$ cat src/rtl/spi_tx.sv
// Byte-to-serial transmitter: small circular FIFO feeding an MSB-first shifter.
// The flush/ser_bit pair is framed so a same-clock spi_rx receives every byte.
module spi_tx #(
    parameter int DEPTH = 4
) (
    input  logic       clk,
    input  logic       rst,
    input  logic [7:0] data_in,
    input  logic       wr,
    input  logic       abort,
    output logic       ser_bit,
    output logic       flush,
    output logic       busy,
    output logic       full,
    output logic       empty,
    output logic       ovf
);
    localparam int AW = $clog2(DEPTH);

    typedef enum logic {IDLE, SHIFT} state_t;

    state_t        state, state_nx;
    logic [7:0]    mem [DEPTH];
    logic [AW-1:0] wr_ptr, rd_ptr;
    logic [AW:0]   count;
    logic [7:0]    sreg;
    logic [2:0]    cnt;
    logic [7:0]    head;
    logic          push, pop, shift;

    assign full  = (count == (AW+1)'(DEPTH));
    assign empty = (count == '0);
    assign push  = wr && !full;
    assign head  = mem[rd_ptr];
    assign busy  = (state == SHIFT);
    // flush is the decode of the registered state bit, so it is glitch-free
    assign flush = !busy;

    always_comb begin
        state_nx = state;
        pop      = 1'b0;
        shift    = 1'b0;
        case (state)
            IDLE: begin
                if (!abort && !empty) begin
                    pop      = 1'b1;
                    state_nx = SHIFT;
                end
            end
            SHIFT: begin
                if (abort)
                    state_nx = IDLE;
                else if (cnt != 3'd7)
                    shift = 1'b1;
                else if (!empty)
                    pop = 1'b1;       // back-to-back: next byte follows bit0 with no gap
                else
                    state_nx = IDLE;
            end
            default: state_nx = IDLE;
        endcase
    end

    always_ff @(posedge clk) begin
        if (push)
            mem[wr_ptr] <= data_in;
    end

    always_ff @(posedge clk) begin
        if (rst) begin
            state   <= IDLE;
            wr_ptr  <= '0;
            rd_ptr  <= '0;
            count   <= '0;
            sreg    <= '0;
            cnt     <= '0;
            ser_bit <= 1'b0;
            ovf     <= 1'b0;
        end else begin
            state <= state_nx;
            if (wr && full)
                ovf <= 1'b1;
            if (push)
                wr_ptr <= wr_ptr + 1'b1;
            if (pop)
                rd_ptr <= rd_ptr + 1'b1;
            case ({push, pop})
                2'b10:   count <= count + 1'b1;
                2'b01:   count <= count - 1'b1;
                default: count <= count;
            endcase
            if (pop) begin
                sreg    <= head;
                ser_bit <= head[7];
                cnt     <= '0;
            end else if (shift) begin
                sreg    <= {sreg[6:0], 1'b0};
                ser_bit <= sreg[6];
                cnt     <= cnt + 3'd1;
            end else if (state_nx == IDLE) begin
                ser_bit <= 1'b0;
            end
        end
    end
endmodule

$ cat config.mk
export PLATFORM = sky130hd
export DESIGN_NAME = spi_tx
export DESIGN_NICKNAME = d
export VERILOG_FILES = /design/src/rtl/spi_tx.sv
export SDC_FILE = /design/constraint.sdc
export NUM_CORES = 1
export LEC_CHECK = 0
export CAP_MARGIN = 10
export CORE_MARGIN = 2
export CORE_UTILIZATION = 30
export CTS_CLUSTER_DIAMETER = 200
export CTS_CLUSTER_SIZE = 20
export DETAILED_ROUTE_END_ITERATION = 12
export DONT_BUFFER_PORTS = 1
export GPL_TIMING_DRIVEN = 0
export RECOVER_POWER = 25
export SKIP_LAST_GASP = 1
export SYNTH_ARGS = -nofsm -noshare
export SYNTH_HDL_FRONTEND = slang
export SYNTH_SLANG_ARGS = --single-unit
$ cat constraint.sdc
create_clock -name clk -period 6.45 [get_ports clk]
set_input_delay 0.645 -clock clk [delete_from_list [all_inputs] [get_ports clk]]
set_output_delay 0.645 -clock clk [all_outputs]
set_load 0.01 [all_outputs]
==> results.py, run 1 <==
metrics = {
    "global_route": {
        "grt_overflow": 0,
        "track_usage_pct": 9.90,
        "antenna_found_initial": 0,
        "grt_pass1_vias": 1109,
        "grt_max_degree": 20,
        "grt_pass1_wl_mm": 5.64,
    },
    "floorplanning": {
        "die-width_um": 89.1,
        "core_um2": 7140,
        "dieArea_um2": 7940,
        "num_rows": 31,
        "start_util_pct": 30.4,
        "die_h_um": 89.1,
        "num_io_pins": 18,
    },
    "worst_setup_path": {
        "crit_end": "count[2]$_SDFFE_PP0P_",
        "crit_top_cell": "inv_1",
        "max_stage_delay_ns": 0.54,
        "r2r.worst_path.cells": 10,
        "cp_cell_sequence": "nor3b_1 -> nor2b_1 -> clkbuf_1 -> inv_1 -> ha_1 -> inv_1 -> fa_1 -> xor2_1 -> or3_1 -> a21oi_1",
        "cp_data_required_time_ns": 6.70,
        "end_kind": "register",
        "cp-start-kind": "register",
        "regToRegSetupSlack_ns": 3.84,
        "crit_cells": 10,
        "setup.worst_path.start": "count[2]$_SDFFE_PP0P_",
        "r2r-end": "count[2]$_SDFFE_PP0P_",
        "worst-path-buf-inv": 3,
        "r2r_start": "count[2]$_SDFFE_PP0P_",
        "critical_path_class": "reg2reg",
        "arrival_ns": 2.86,
        "slowest_stage": "nor3b_1",
        "cp_top_family": "simple AND/OR/NAND/NOR gates",
        "cp_max_fo": 7,
    },
    "layout": {
        "diodes": 0,
        "regArea_um2": 1400,
        "nNetsFinal": 173,
        "stdcell_count": 253,
        "fill_cells": 723,
        "synthToLayoutAreaGrowth_pct": 10.2,
        "multi_input_area_um2": 713,
        "drive_gt1_share_pct": 14.3,
    },
    "synthesis": {
        "yosysWarnings": 0,
        "synth_common_cells": "edfxtp_1, dfxtp_1, nor2_1, mux4_2",
        "synth_seq_area_share_pct": 64.5,
        "synth-main-ff-cell": "edfxtp_1",
        "synth_area_per_cell_um2": 14.9,
        "synth_cells": 146,
        "syn_area_um2": 2170,
        "synth-edff-count": 32,
        "synth-async-reset-ratio_pct": 0,
        "synth_cell_types": 32,
        "ys_ff_latch": 54,
        "synth_area_leaders": "edfxtp_1, dfxtp_1, mux4_2",
        "synth_nets": 166,
        "synth_top_area_share_pct": 44.2,
        "synth_most_common_cell": "edfxtp_1",
        "yosys.area.top_type": "edfxtp_1",
    },
    "place": {
        "dp_hpwl_mm": 2.37,
        "gp_congestion": 0.661,
        "io_buffer_count": 0,
        "place_inst": 245,
    },
    "detailed_routing": {
        "wirelength_mm": 3.48,
        "vias_per_cell": 4.40,
        "routedWlPerCell_um": 13.7,
        "drtPass1Iterations": 4,
        "drt_iter0_drc": 87,
        "drc": 0,
        "vias": 1113,
        "ant_nets": 0,
    },
    "timing": {
        "relSlewSlack_pct": 60.3,
        "tightest_slew_ns": 0.595,
        "post-route-period-util_pct": 40.4,
        "finalMaxSlewViolations": 0,
        "hold_violations": 0,
        "setup_violations": 0,
        "rsz0062_at_grt": "false",
        "min_period_ns": 2.61,
        "timing.hold.ws_ns": 0.397,
        "skew_ns": 0.00616,
        "tns_ns": 0,
        "fmax_mhz": 384,
    },
    "cts": {
        "clk_latency_ns": 0.31,
        "cts_tree": "yes",
        "clk_pin_slew_ns": 0.10,
        "cts_setup_buffers": 0,
        "cts_resized": 0,
        "cts_max_level": 2,
        "hold_buffers": 0,
        "cts_buffers": 5,
        "cts.path.max_buffers": 2,
        "clock-sinks": 54,
        "cts_root_buf": "clkbuf_8",
    },
    "flow_run": {
        "maxCapViolations": 0,
    },
    "power_and_ir_drop": {
        "p_leak_uw": 0.000780,
        "powerDensity_nw_per_um2": 382,
        "vdd_ir_drop_max_uv": 176,
    },
    "status": {
        "status": "finished clean",
    },
    "worst_hold_path": {
        "hp-class": "in2reg",
    },
}
cell usage in the layout (no fill, tap or decap), types with 2 or more instances in the layout:
cell	n
clkbuf_8	5
a211oi_1	3
edfxtp_1	32
o221ai_1	2
xor2_1	2
nor2b_1	2
clkbuf_1	3
inv_1	7
a21oi_1	6
mux4_2	8
nor3_4	2
nor3_1	3
and2_1	4
nor2_1	15
xnor2_1	4
mux2i_1	6
a22oi_1	3
ha_1	7
dfxtp_1	22
nand2_1	2
metrics by stage:
stage,cell area [µm²],utilization [%],total power (µW),setup WS (ns)
after floorplan,2170,-,672,4.09
after global placement,2300,32.2,721,3.83
after detailed placement,2300,32.2,724,3.83
after CTS,2390,33.5,926,3.81
after global routing,2390,33.5,974,3.59
final,2390,33.5,913,3.84
state kept, by name, summed over array words and instances, names as in the netlist, named ones only:
register / flops
wr_ptr: 2
rd_ptr: 2
cnt: 3
count: 3
ser_bit: 1
ovf: 1
sreg: 7
mem: 32
busy: 1
worst min path at each step:
stage / start / end / depth (start not counted)
2_1_floorplan: sreg[3]$_SDFFE_PP0P_ / sreg[3]$_SDFFE_PP0P_ / 2
3_3_place_gp: sreg[1]$_SDFFE_PP0P_ / sreg[1]$_SDFFE_PP0P_ / 2
3_5_place_dp: sreg[1]$_SDFFE_PP0P_ / sreg[1]$_SDFFE_PP0P_ / 2
4_1_cts: rst / cnt[2]$_SDFFE_PP0P_ / 1
5_1_grt: rst / cnt[2]$_SDFFE_PP0P_ / 1
6_report: rst / cnt[2]$_SDFFE_PP0P_ / 1
report_power, final:
group / total, µW / switching (µW) / internal, µW
registers: 454 / 31.7 / 422
clock network: 201 / 120 / 81.4
logic: 258 / 143 / 116
layout make-up:
| cell class | count | share of cell area (%) |
|---|---|---|
| plain buffers | 6 | 1.31 |
| well taps | 99 | 5.18 |
| clock inverters | 3 | 1.20 |
| flip-flops and latches | 54 | 58.5 |
| inverters | 7 | 1.10 |
| clock buffers | 5 | 2.88 |
| multi-input cells | 79 | 29.8 |
kinds of logic (layout without fill, tap and decap cells):
| family | Yosys count | after routing | synth area share [%] |
|---|---|---|---|
| DFF | 54 | 54 | 64.5 |
| adders and majority gates | 8 | 8 | 4.95 |
| xor gates and xnor gates | 6 | 6 | 2.42 |
| and+or+nand+nor | 34 | 34 | 8.81 |
| AOI/OAI and AO/OA | 17 | 17 | 5.59 |
| muxes | 14 | 14 | 11.1 |
| buffers and inverters | 13 | 21 | 2.65 |
per-layer routing:
metal	GRT usage [%]	wire length, µm	vias to the layer above
li1	-	-	549
met1	12.4	1560	535
met2	15.3	1660	22
met3	3.79	199	7
met4	4.48	63	0
met5	0	0	-
Power figures use the tool's default switching activity.
==> inputs of run 2 (changes only) <==
==> constraint.sdc (replaced) <==
create_clock -name clk -period 2.5 [get_ports clk]
set_input_delay 0.25 -clock clk [delete_from_list [all_inputs] [get_ports clk]]
set_output_delay 0.25 -clock clk [all_outputs]
set_load 0.01 [all_outputs]
==> run 2 against run 1 <==
First-iteration DRC count fell by 6.9%. Sequential share of layout area decreased by 2.3 points. Worst hold slack lost 0.37 ns. Critical path depth rose by 1. Worst setup slack worse by 3.7 ns. Largest cell class unchanged. Final area rose by 4.2%. Highest routed layer unchanged. Largest power group unchanged. Via count grew 3.4%. Clock power rose to 2.6 times the previous value.
==> results.py, run 2 (synthesis gave the netlist of run 1 again) <==
metrics = {
    "status": {
        "status": "finished clean",
    },
    "detailed_routing": {
        "routedWlPerCell_um": 13.7,
        "wirelength_mm": 3.58,
        "vias_per_cell": 4.39,
        "drtPass1Iterations": 4,
        "drt_iter0_drc": 81,
        "vias": 1151,
        "drc": 0,
        "ant_nets": 0,
    },
    "timing": {
        "skew_ns": 0.00733,
        "setup_violations": 0,
        "tightest_slew_ns": 0.537,
        "hold_violations": 0,
        "min_period_ns": 2.37,
        "finalMaxSlewViolations": 0,
        "setup_slack_ns": 0.134,
        "tns_ns": 0,
        "relSlewSlack_pct": 64.2,
        "post-route-period-util_pct": 94.6,
        "fmax_mhz": 423,
        "timing.hold.ws_ns": 0.0240,
    },
    "power_and_ir_drop": {
        "p_leak_uw": 0.000820,
        "vdd_ir_drop_max_uv": 454,
        "powerDensity_nw_per_um2": 970,
    },
    "cts": {
        "cts_max_level": 2,
        "cts_tree": "yes",
        "clk_latency_ns": 0.31,
        "cts.path.max_buffers": 2,
        "cts_buffers": 5,
        "cts_root_buf": "clkbuf_8",
        "clock-sinks": 54,
        "clk_pin_slew_ns": 0.10,
    },
    "worst_setup_path": {
        "arrival_ns": 2.61,
        "critical_path_class": "reg2reg",
        "cp-start-kind": "register",
        "end_kind": "register",
        "cp_data_required_time_ns": 2.75,
        "cp_max_fo": 6,
    },
    "layout": {
        "final_cell_mix": "edfxtp_1, dfxtp_1, nor2_1",
        "reg_top3": "mem x32, sreg x7",
        "drive_gt1_share_pct": 18.4,
        "diodes": 0,
        "mostFrequentLayoutCell": "edfxtp_1",
        "synthToLayoutAreaGrowth_pct": 14.9,
        "top_register": "mem",
        "stdcell_count": 262,
        "largest_reg_flops": 32,
        "nNetsFinal": 182,
    },
    "global_route": {
        "grt_pass1_wl_mm": 5.69,
        "grt_overflow": 0,
        "track_usage_pct": 9.98,
        "grt_max_degree": 20,
        "antenna_found_initial": 0,
        "grt_pass1_vias": 1117,
    },
    "place": {
        "place_inst": 245,
        "io_buffer_count": 0,
        "pre_cts_slack_ns": -0.121,
        "dp_hpwl_mm": 2.37,
        "gp_congestion": 0.661,
    },
    "floorplanning": {
        "core_um2": 7140,
        "die-width_um": 89.1,
        "die_h_um": 89.1,
        "num_rows": 31,
        "start_util_pct": 30.4,
        "num_io_pins": 18,
        "dieArea_um2": 7940,
    },
    "worst_hold_path": {
        "hp-class": "in2reg",
    },
    "flow_run": {
        "maxCapViolations": 0,
    },
}
run 2: critical path, cell delays in order (launching register included):
cell	delay, ns
dfxtp_1	0.35
ha_1	0.16
ha_2	0.18
nor2b_2	0.06
nor3_4	0.21
buf_6	0.15
ha_1	0.17
inv_1	0.06
fa_1	0.37
xor2_1	0.15
or3_1	0.30
a21oi_1	0.14
run 2: worst paths after layout:
check | start | end | slack (ns) | cells past startpoint
hold / removal | data_in[1] | mem[1][1]$_DFFE_PP_ | 0.02 | 0
setup reg to reg | cnt[1]$_SDFFE_PP0P_ | count[2]$_SDFFE_PP0P_ | 0.13 | 11
hold reg to reg | sreg[1]$_SDFFE_PP0P_ | sreg[1]$_SDFFE_PP0P_ | 0.46 | 2
setup / recovery | cnt[1]$_SDFFE_PP0P_ | count[2]$_SDFFE_PP0P_ | 0.13 | 11
run 2: metrics by stage:
stage / instance area, µm² / power (µW) / util, %
after floorplan: 2170 / 1730 / -
after CTS: 2410 / 2390 / 33.7
after detailed placement: 2300 / 1870 / 32.2
after global placement: 2300 / 1860 / 32.2
final: 2490 / 2420 / 35.0
after global routing: 2490 / 2580 / 35.0
run 2: cell type report:
type | instances | area (µm²)
clock buffers | 5 | 68.8
repair buffers | 9 | 82.6
well taps | 99 | 124
fillers | 718 | 4640
flip-flops and latches | 54 | 1400
inverters | 7 | 26.3
multi-input cells | 79 | 729
plain buffers | 6 | 31.3
clock inverters | 3 | 28.8
run 2: where the power goes:
group / internal (µW) / total, µW / switching (µW)
clock network: 210 / 521 / 311
registers: 1090 / 1180 / 90.7
logic: 338 / 718 / 380
total: 1640 / 2420 / 782
run 2: layer usage:
layer / wire, µm / GRT usage [%] / part of all wire [%] / up-vias
met1: 1650 / 12.7 / 46 / 557
met4: 69 / 4.48 / 1.9 / 0
met5: 0 / 0 / 0 / -
li1: - / - / - / 565
met2: 1700 / 15.3 / 47 / 22
met3: 165 / 3.69 / 4.6 / 7
run 2: repair_timing:
item / CTS / global route
endpoints found under the setup margin: 1 / 1
hold buffers: 1 / 5
resized for setup: 1 / 5
setup buffers: 0 / 3
endpoints found under the hold margin: 1 / 19
pin swaps: 0 / 1
